--- src/rtl/memory_readout_tx_if.sv ---
// Bus between the memory-readout serializer and its environment:
// request and captured word in, serial line and status out.
interface memory_readout_tx_if;
   localparam int unsigned DATA_W = 35;

   logic              req;
   logic [DATA_W-1:0] mem_dout;
   logic              txd;
   logic              busy;
   logic              done;

   modport master (output req, mem_dout, input txd, busy, done);
   modport slave  (input req, mem_dout, output txd, busy, done);
endinterface

--- src/rtl/memory_readout_tx.sv ---
// Captures the 35-bit memory word on request and shifts it out as a framed
// serial stream: start, 35 data bits LSB first, parity, stop.
module memory_readout_tx #(
   parameter int unsigned CLKS_PER_BIT = 4,
   parameter bit          PARITY_ODD   = 1'b0
) (
   input  logic               clk,
   input  logic               arst,
   memory_readout_tx_if.slave bus
);
   localparam int unsigned     DATA_W   = 35;
   localparam int unsigned     IDX_W    = 6;
   localparam int unsigned     DIV_W    = (CLKS_PER_BIT > 1) ? $clog2(CLKS_PER_BIT) : 1;
   localparam logic [DIV_W-1:0] DIV_LAST = DIV_W'(CLKS_PER_BIT - 1);
   localparam logic [IDX_W-1:0] IDX_LAST = IDX_W'(DATA_W - 1);

   typedef enum logic [2:0] {S_IDLE, S_START, S_DATA, S_PARITY, S_STOP} state_t;

   state_t            r_state,  w_state_nxt;
   logic [DATA_W-1:0] r_shadow, w_shadow_nxt;
   logic              r_par,    w_par_nxt;
   logic [IDX_W-1:0]  r_idx,    w_idx_nxt;
   logic [DIV_W-1:0]  r_div,    w_div_nxt;
   logic              r_txd,    w_txd_nxt;
   logic              r_busy,   w_busy_nxt;
   logic              r_done,   w_done_nxt;
   logic              w_bit_end;

   assign w_bit_end = (r_div == DIV_LAST);

   // State register; outputs are registered from their next-state values.
   always_ff @(posedge clk or posedge arst) begin
      if (arst) begin
         r_state  <= S_IDLE;
         r_shadow <= '0;
         r_par    <= 1'b0;
         r_idx    <= '0;
         r_div    <= '0;
         r_txd    <= 1'b1;
         r_busy   <= 1'b0;
         r_done   <= 1'b0;
      end else begin
         r_state  <= w_state_nxt;
         r_shadow <= w_shadow_nxt;
         r_par    <= w_par_nxt;
         r_idx    <= w_idx_nxt;
         r_div    <= w_div_nxt;
         r_txd    <= w_txd_nxt;
         r_busy   <= w_busy_nxt;
         r_done   <= w_done_nxt;
      end
   end

   // Next-state logic; divider wraps at every bit boundary.
   always_comb begin
      w_state_nxt  = r_state;
      w_shadow_nxt = r_shadow;
      w_par_nxt    = r_par;
      w_idx_nxt    = r_idx;
      w_div_nxt    = w_bit_end ? '0 : r_div + DIV_W'(1);
      w_done_nxt   = 1'b0;

      unique case (r_state)
         S_IDLE: begin
            w_div_nxt = '0;
            if (bus.req) begin
               w_shadow_nxt = bus.mem_dout;
               w_par_nxt    = (^bus.mem_dout) ^ PARITY_ODD;
               w_idx_nxt    = '0;
               w_state_nxt  = S_START;
            end
         end
         S_START: begin
            if (w_bit_end) w_state_nxt = S_DATA;
         end
         S_DATA: begin
            if (w_bit_end) begin
               if (r_idx == IDX_LAST) w_state_nxt = S_PARITY;
               else                   w_idx_nxt   = r_idx + IDX_W'(1);
            end
         end
         S_PARITY: begin
            if (w_bit_end) w_state_nxt = S_STOP;
         end
         S_STOP: begin
            if (w_bit_end) begin
               w_state_nxt = S_IDLE;
               w_done_nxt  = 1'b1;
            end
         end
         default: w_state_nxt = S_IDLE;
      endcase
   end

   // Line level for the upcoming cycle, derived from the next state.
   always_comb begin
      w_txd_nxt  = 1'b1;
      w_busy_nxt = (w_state_nxt != S_IDLE);
      unique case (w_state_nxt)
         S_IDLE:   w_txd_nxt = 1'b1;
         S_START:  w_txd_nxt = 1'b0;
         S_DATA:   w_txd_nxt = w_shadow_nxt[w_idx_nxt];
         S_PARITY: w_txd_nxt = w_par_nxt;
         S_STOP:   w_txd_nxt = 1'b1;
         default:  w_txd_nxt = 1'b1;
      endcase
   end

   assign bus.txd  = r_txd;
   assign bus.busy = r_busy;
   assign bus.done = r_done;
endmodule

--- src/flat_wrapper.sv ---
// flat-port wrapper written by rule: the top's interface ports become plain ports
module memory_readout_tx_flat 
#(
   parameter int unsigned CLKS_PER_BIT = 4,
   parameter bit          PARITY_ODD   = 1'b0
)
  (clk, arst, bus_req, bus_mem_dout, bus_txd, bus_busy, bus_done);
  memory_readout_tx_if bus_i ();
  input  logic clk;
  input  logic arst;
  input wire logic [$bits(bus_i.req)-1:0] bus_req;
  input wire logic [$bits(bus_i.mem_dout)-1:0] bus_mem_dout;
  output wire logic [$bits(bus_i.txd)-1:0] bus_txd;
  output wire logic [$bits(bus_i.busy)-1:0] bus_busy;
  output wire logic [$bits(bus_i.done)-1:0] bus_done;
  assign bus_i.req = bus_req;
  assign bus_i.mem_dout = bus_mem_dout;
  assign bus_txd = bus_i.txd;
  assign bus_busy = bus_i.busy;
  assign bus_done = bus_i.done;
  memory_readout_tx #(.CLKS_PER_BIT(CLKS_PER_BIT), .PARITY_ODD(PARITY_ODD)) u_core (.clk(clk), .arst(arst), .bus(bus_i));
endmodule
--- config.mk ---
export PLATFORM = sky130hd
export DESIGN_NAME = memory_readout_tx_flat
export DESIGN_NICKNAME = d
export VERILOG_FILES = /design/src/rtl/memory_readout_tx_if.sv /design/src/rtl/memory_readout_tx.sv /design/src/flat_wrapper.sv
export SDC_FILE = /design/constraint.sdc
export NUM_CORES = 1
export LEC_CHECK = 0
export BUFFER_PORTS_ARGS = -buffer_cell sky130_fd_sc_hd__buf_2
export CAP_MARGIN = 5
export CORE_MARGIN = 10
export CORE_UTILIZATION = 62
export CTS_CLUSTER_SIZE = 12
export DETAILED_ROUTE_END_ITERATION = 8
export MAX_ROUTING_LAYER = met4
export PLACE_DENSITY = 0.94
export REMOVE_ABC_BUFFERS = 1
export SYNTH_ARGS = -nofsm -noshare
export SYNTH_HDL_FRONTEND = slang
export SYNTH_SLANG_ARGS = --single-unit
--- constraint.sdc ---
create_clock -name clk -period 7.9 [get_ports clk]
set_input_delay 0.395 -clock clk [delete_from_list [all_inputs] [get_ports clk]]
set_output_delay 0.395 -clock clk [all_outputs]
set_load 0.05 [all_outputs]
==> flow_metrics.tcl, run 1 <==
set metrics [dict create \
    leakage_nw 1.53 \
    insertedDiodeCount 0 \
    fin_skew_ns 0.00563 \
    rsz0062_at_grt "no" \
    final_layout_size_suffix_gt1_share_pct 16.5 \
    fp.dieH_um 89.2 \
    path_class "flip-flop to flip-flop" \
    met2WireLength_um 3390 \
    yosysUniqueCellTypes 55 \
    numPortBuffers 40 \
    dr.pass1.iters 7 \
    period_minus_slack_ns 3.16 \
    fin_tns_setup_ns 0 \
    fill_cells 348 \
    start_util_pct 63.2 \
    final_common_cell "nand2_1" \
    grt_pass1_wl_um 11000 \
    ctsResizeCount 0 \
    cp.arrival_ns 3.37 \
    wirelength_um 6700 \
    gp_congestion 0.882 \
    syn_area_um2 2970 \
    max-cap-violations 0 \
    path_max_fanout 18 \
    clk_pin_slew_worst_paths_ns 0.09 \
    wl_per_cell_um 15.8 \
    netlist_instances 338 \
    async_reset_ff_share_pct 100 \
    pwr_density_cell_nw_per_um2 337 \
    core_area_um2 4690 \
    fmax_ghz 0.317 \
    synth_warnings 0 \
    clk_path_buf_depth 2 \
    ctsRootBufferMaster "clkbuf_8" \
    cts_buffers 5 \
    cts_setup_buffers 0 \
    cts-htree-levels 2 \
    status "complete, no violations" \
    synth_flop_cell "dfrtp_1" \
    pin_count 41 \
    ys_ff_latch 50 \
    dieArea_um2 7950 \
    final_nets 409 \
    cts_sinks 50 \
    hold_viol_final 0 \
    initialDrtViolationCount 180 \
    regArea_um2 1250 \
    cts_tree "yes" \
    grt_remaining_overflow 0 \
    antenna_found_initial 0 \
    setup_viol 0 \
    vias_per_cell 5.93 \
    vias 2509 \
    mostFrequentLayoutCells "nand2_1 (114), dfrtp_1 (49), buf_2 (40), xnor2_1 (32), nor2_1 (21)" \
    finalCritPeriodShare_pct 40.0 \
    whs_ns 0.308 \
    rows 25 \
    drcViolationCount 0 \
    hp-class "input port to flip-flop" \
    multi_input_area_um2 1590 \
    ir_worst_vdd_mv 0.166 \
    hold_buffers 0 \
    area_growth_pct 9.45 \
    relSlewSlack_pct 31.1 \
    die_x_um 89.2 \
    grt_pass1_vias 2426 \
    clkLatencyLatePin_ns 0.30 \
    worstPathRequired_ns 8.11 \
    wl_met1_um 2900 \
    dp.final_hpwl_um 4920 \
    gr-usage-all-layers_pct 18.0 \
    wl_met3_um 346 \
    synth_edf_count 0 \
    crit_path_start_kind "flip-flop" \
    syn_avg_cell_area_um2 8.77 \
    top_layer "met4" \
    drv_slew 0 \
    endpoint_kind "flip-flop" \
    seq_area_frac_synth_pct 42.2 \
    antenna_left 0 \
    grt_max_degree 51 \
    worst_pin_slew_ns 1.03 \
]
[cell usage after synthesis, types with 3 or more instances]
library cell	n	area (um2)
a22o_1	3	26.3
a311oi_1	3	26.3
and2_1	4	25.0
buf_2	9	45.0
clkbuf_1	7	26.3
dfrtp_1	49	1230
ha_1	3	37.5
inv_1	4	15.0
mux2i_1	9	90.1
nand2_1	114	428
nand2b_1	3	18.8
nor2_1	21	78.8
nor2b_1	3	18.8
nor3_1	6	30.0
nor4_1	5	31.3
o21ai_0	7	35.0
o32ai_1	3	26.3
xnor2_1	32	280
xor2_1	5	43.8
[final timing paths]
path	from	end	slack, ns	cells after the start
setup / recovery	u_core.r_div[0]	u_core.bus.txd	4.74	9
hold / removal	bus_mem_dout[21]	u_core.r_shadow[21]	0.31	3
setup reg to reg	u_core.r_div[0]	u_core.bus.txd	4.74	9
hold reg to reg	u_core.r_div[0]	u_core.r_div[0]	0.45	1
max in group asynchronous	arst	u_core.r_idx[0]	6.94	2
min in group asynchronous	arst	u_core.bus.busy	0.33	2
[flip-flops by register name, summed over array words and instances, names as in the netlist]
signal / count
u_core.r_state: 3
u_core.bus.txd: 1
u_core.r_par: 1
u_core.r_shadow: 35
u_core.r_idx: 6
u_core.bus.busy: 1
u_core.r_div: 2
u_core.bus.done: 1
[area by class of cell]
cell class | instances | area share [%]
multi-input combinational | 263 | 49.1
sequential | 50 | 38.6
timing repair buffer | 42 | 6.63
clock buffer | 6 | 2.54
tap | 54 | 2.08
inverter | 6 | 0.694
clock inverter | 2 | 0.386
[critical path, cell delays in order, from the launching register on]
cell and delay, ns:
dfrtp_1 0.36, ha_1 0.43, nand4bb_4 0.18, a211oi_4 0.43
a21o_1 0.57, o21ai_0 0.19, a31oi_1 0.19, a21oi_1 0.06
a311o_1 0.36, a311oi_1 0.29
[metal layers]
metal | vias to the layer above | GRT usage (%)
li1 | 1200 | -
met1 | 1198 | 21.8
met2 | 105 | 30.3
met3 | 6 | 3.28
met4 | 0 | 4.48
met5 | - | -
[stage by stage]
stage | total power, mW | instances | setup WS (ns) | utilization (%) | cell area (um2)
6_report | 1.09 | 423 | 4.74 | 69.2 | 3250
5_1_grt | 1.17 | 423 | 4.48 | 69.2 | 3250
4_1_cts | 1.09 | 423 | 4.79 | 69.2 | 3250
3_5_place_dp | 0.934 | 415 | 4.83 | 67.1 | 3150
3_3_place_gp | 0.909 | 415 | 4.95 | 67.1 | 3150
2_1_floorplan | 0.803 | 319 | 4.60 | - | 2870
[kinds of logic (layout without fill, tap and decap cells)]
logic type | Yosys count | after routing | share of synthesized area, %
mux | 10 | 10 | 3.42
buf+inv | 25 | 56 | 4.05
flops | 50 | 50 | 42.2
compound gates | 39 | 39 | 10.8
fa+ha+maj | 3 | 3 | 1.27
xor+xnor | 37 | 37 | 10.9
simple gates | 174 | 174 | 27.3
[where the power goes]
group	leakage [nW]	switching, mW	internal [mW]
Sequential	0.628	0.0700	0.362
Combinational	0.852	0.302	0.205
Clock	0.0472	0.0853	0.0705
Total	1.53	0.457	0.638
Note: power is estimated with default switching activity, not from simulation.
==> inputs of run 2 (changes only) <==
--- a/config.mk
+++ b/config.mk
@@ -5,14 +5,15 @@
 export SDC_FILE = /design/constraint.sdc
 export NUM_CORES = 1
 export LEC_CHECK = 0
+export ABC_AREA = 1
 export BUFFER_PORTS_ARGS = -buffer_cell sky130_fd_sc_hd__buf_2
 export CAP_MARGIN = 5
 export CORE_MARGIN = 10
-export CORE_UTILIZATION = 62
+export CORE_UTILIZATION = 52
 export CTS_CLUSTER_SIZE = 12
 export DETAILED_ROUTE_END_ITERATION = 8
 export MAX_ROUTING_LAYER = met4
-export PLACE_DENSITY = 0.94
+export PLACE_DENSITY = 0.85
 export REMOVE_ABC_BUFFERS = 1
 export SYNTH_ARGS = -nofsm -noshare
 export SYNTH_HDL_FRONTEND = slang
==> constraint.sdc (replaced) <==
create_clock -name clk -period 2.6 [get_ports clk]
set_input_delay 0.13 -clock clk [delete_from_list [all_inputs] [get_ports clk]]
set_output_delay 0.13 -clock clk [all_outputs]
set_load 0.05 [all_outputs]
==> run 2 against run 1 <==
  * Via count grew 6.7%
  * Cell area grew 5.6%
  * Non-clock buffer count is 1 higher
  * Fmax grew 40%
  * Die area is 18% higher
  * Area after synthesis increased by 3.9%
  * Worst hold slack lost 0.26 ns
  * Sequential power increased to 2.9 times the previous value
  * Critical path depth is 5 higher
  * Clock skew fell by 0.0016 ns
  * Final cell count up 25%
  * Count of clock-buffer cells in the layout grew 1
  * Critical path type unchanged
==> flow_metrics.tcl, run 2 <==
set metrics [dict create \
    grt_pass1_vias 2665 \
    pwr_density_cell_nw_per_um2 1080 \
    endpoint_kind "flip-flop" \
    grt.busiest_layer "met2" \
    worstPathRequired_ns 2.83 \
    drcViolationCount 0 \
    final_nets 497 \
    preCtsSetupSlack_ns 0.277 \
    hold_viol_final 0 \
    hp-class "input port to asynchronous set/reset pin" \
    gp_congestion 0.932 \
    dr.pass1.iters 4 \
    synth_simple_gate_area_share_pct 37.1 \
    cts-htree-levels 2 \
    initialDrtViolationCount 114 \
    seq_power_share_pct 34.0 \
    ys_ff_latch 50 \
    fill_cells 501 \
    mostFrequentLayoutCells "nand2_1 (176), dfrtp_1 (49), nand3_1 (44), buf_2 (40), inv_1 (30)" \
    dp.final_hpwl_um 5380 \
    relSlewSlack_pct 33.3 \
    cp.arrival_ns 2.48 \
    finish.utilization_pct 60.8 \
    switching_power_mw 1.65 \
    die_x_um 97.0 \
    fp.dieH_um 97.0 \
    synthMuxAreaShare_pct 0 \
    leakage_nw 1.79 \
    dieArea_um2 9400 \
    clk_path_buf_depth 2 \
    pin_count 41 \
    syn_area_um2 3080 \
    synth_warnings 0 \
    internal_power_mw 2.06 \
    ir_worst_vdd_mv 0.521 \
    wirelength_um 6850 \
    rsz0062_at_grt "no" \
    synth_top_family_by_area "simple AND/OR/NAND/NOR gates" \
    path_class "flip-flop to flip-flop" \
    worst_pin_slew_ns 1.00 \
    setup_viol 0 \
    synth_top_area_share_pct 39.8 \
    grt_pass1_wl_um 12000 \
    netlist_instances 417 \
    cts_buffers 5 \
    grt_remaining_overflow 0 \
    status "complete, no violations" \
    final_common_cell "nand2_1" \
    grt_use_met3_pct 2.98 \
    clock_power_share_pct 15.2 \
    reg2reg_to "u_core.bus.txd" \
    r2r_setup_slack_ns 0.35 \
    crit_path_start_kind "flip-flop" \
    r2r-start "u_core.r_state[1]" \
    grtUsageMet2_pct 24.0 \
    synth_edf_count 0 \
    start_util_pct 54.6 \
    period_minus_slack_ns 2.25 \
    gr-usage-all-layers_pct 15.0 \
    largest_register_ffs 35 \
    synth.most_common_cell "nand2_1" \
    top_regs "u_core.r_shadow (35), u_core.r_idx (6), u_core.r_state (3)" \
    synth_commonest_cells "nand2_1 (176), dfrtp_1 (49), nand3_1 (44), inv_1 (31), xnor2_1 (22)" \
    grtUsageMet1_pct 18.7 \
    vias_per_cell 5.06 \
    fin_tns_setup_ns 0 \
    yosysUniqueCellTypes 33 \
    clkLatencyLatePin_ns 0.30 \
    drv_slew 0 \
    syn_avg_cell_area_um2 7.39 \
    path_max_fanout 21 \
    synth_flop_cell "dfrtp_1" \
    synth_xor_area_share_pct 9.10 \
    grt_max_degree 51 \
    fin_skew_ns 0.00401 \
    sw_frac_of_total_pct 44.4 \
    worst_slack_ns 0.350 \
    regMostFlops "u_core.r_shadow" \
    seq_area_frac_synth_pct 40.7 \
    async_reset_ff_share_pct 100 \
    cts_tree "yes" \
    cts_sinks 50 \
    max-cap-violations 0 \
    ys_top_cells_by_area "dfrtp_1 (40%), nand2_1 (21%), nand3_1 (7.1%)" \
    insertedDiodeCount 0 \
    vias 2678 \
    p_comb_share_pct 50.8 \
    dp.cells 521 \
    ctsRootBufferMaster "clkbuf_8" \
    finalCritPeriodShare_pct 86.5 \
    synth.largest_area_cell "dfrtp_1" \
    area_growth_pct 11.3 \
    final_layout_size_suffix_gt1_share_pct 16.8 \
    core_area_um2 5640 \
    antenna_found_initial 0 \
    antenna_left 0 \
    clk_pin_slew_worst_paths_ns 0.09 \
    fmax_ghz 0.444 \
    rows 27 \
    wl_per_cell_um 13.0 \
    synth-adder-area-share_pct 1.22 \
    stdcell_count 529 \
    synth_compound_gate_area_share_pct 4.51 \
    numPortBuffers 40 \
    whs_ns 0.0461 \
    r2r_cells 14 \
]
## run 2: changes by cell type after synthesis, moves of 6 or more
cell and delta:
nand3_1 +44, mux2i_1 -9, nand2_1 +62, inv_1 +27, xnor2_1 -10, or2_2 +6, clkbuf_1 -7
## run 2: final cells by class
cell class                      count  area, um2  area share (%)
Clock buffer                        7       86.3            2.52
Clock inverter                      1       30.0           0.876
Inverter                           36        140            4.09
Multi-Input combinational cell    320       1610            46.9
Sequential cell                    50       1250            36.5
Tap cell                           72       90.1            2.63
Timing Repair Buffer               43        223            6.50
## run 2: how the worst max path moves through the flow
stage                                  from              to
after floorplan           u_core.r_state[1]  u_core.bus.txd
after global placement    u_core.r_state[1]  u_core.bus.txd
after detailed placement  u_core.r_state[1]  u_core.bus.txd
after CTS                 u_core.r_state[1]  u_core.bus.txd
after global routing      u_core.r_state[1]  u_core.bus.txd
final                     u_core.r_state[1]  u_core.bus.txd
## run 2: power by group through the flow
stage | Combinational (mW) | Sequential, mW | Clock (mW)
finish | 1.89 | 1.26 | 0.563
global route | 2.19 | 1.30 | 0.606
CTS | 1.88 | 1.26 | 0.571
detailed placement | 1.87 | 1.28 | 0
global placement | 1.80 | 1.27 | 0
floorplan | 1.37 | 1.30 | 0
## run 2: critical path, cell delays in order (launching register included)
cell and delay, ns:
dfrtp_1 0.47, nor2_2 0.23, nand3_4 0.25, nand2_1 0.19, nand2_4 0.12, nand2_4 0.20, inv_2 0.10, nand2_1 0.07
nand3_1 0.07, nand3_1 0.10, nand3_1 0.07, nand2_1 0.08, nand3_1 0.06, nand3_1 0.08, nand3_1 0.07
## run 2: cells by family (layout without fill, tap and decap cells)
group,count (synthesis),in the layout
buf+inv,47,87
flops,50,50
fa+ha+maj,3,3
compound gates,22,22
xor+xnor,32,32
simple gates,263,263
## run 2: layer usage
layer	vias up	wire, um
li1	1385	-
met3	14	343
met4	0	113
met2	59	3350
met1	1220	3040
met5	-	0
## run 2: per-stage QoR
step	power, mW	area (um2)
2_1_floorplan	2.67	2990
3_3_place_gp	3.06	3300
3_5_place_dp	3.15	3300
4_1_cts	3.71	3420
5_1_grt	4.09	3430
6_report	3.71	3430
## run 2: repair_timing
action | 4_1_cts | 5_1_grt
setup endpoints to repair | 0 | 1
setup buffers | 0 | 0
resized for setup | 0 | 2
hold buffers | 0 | 0
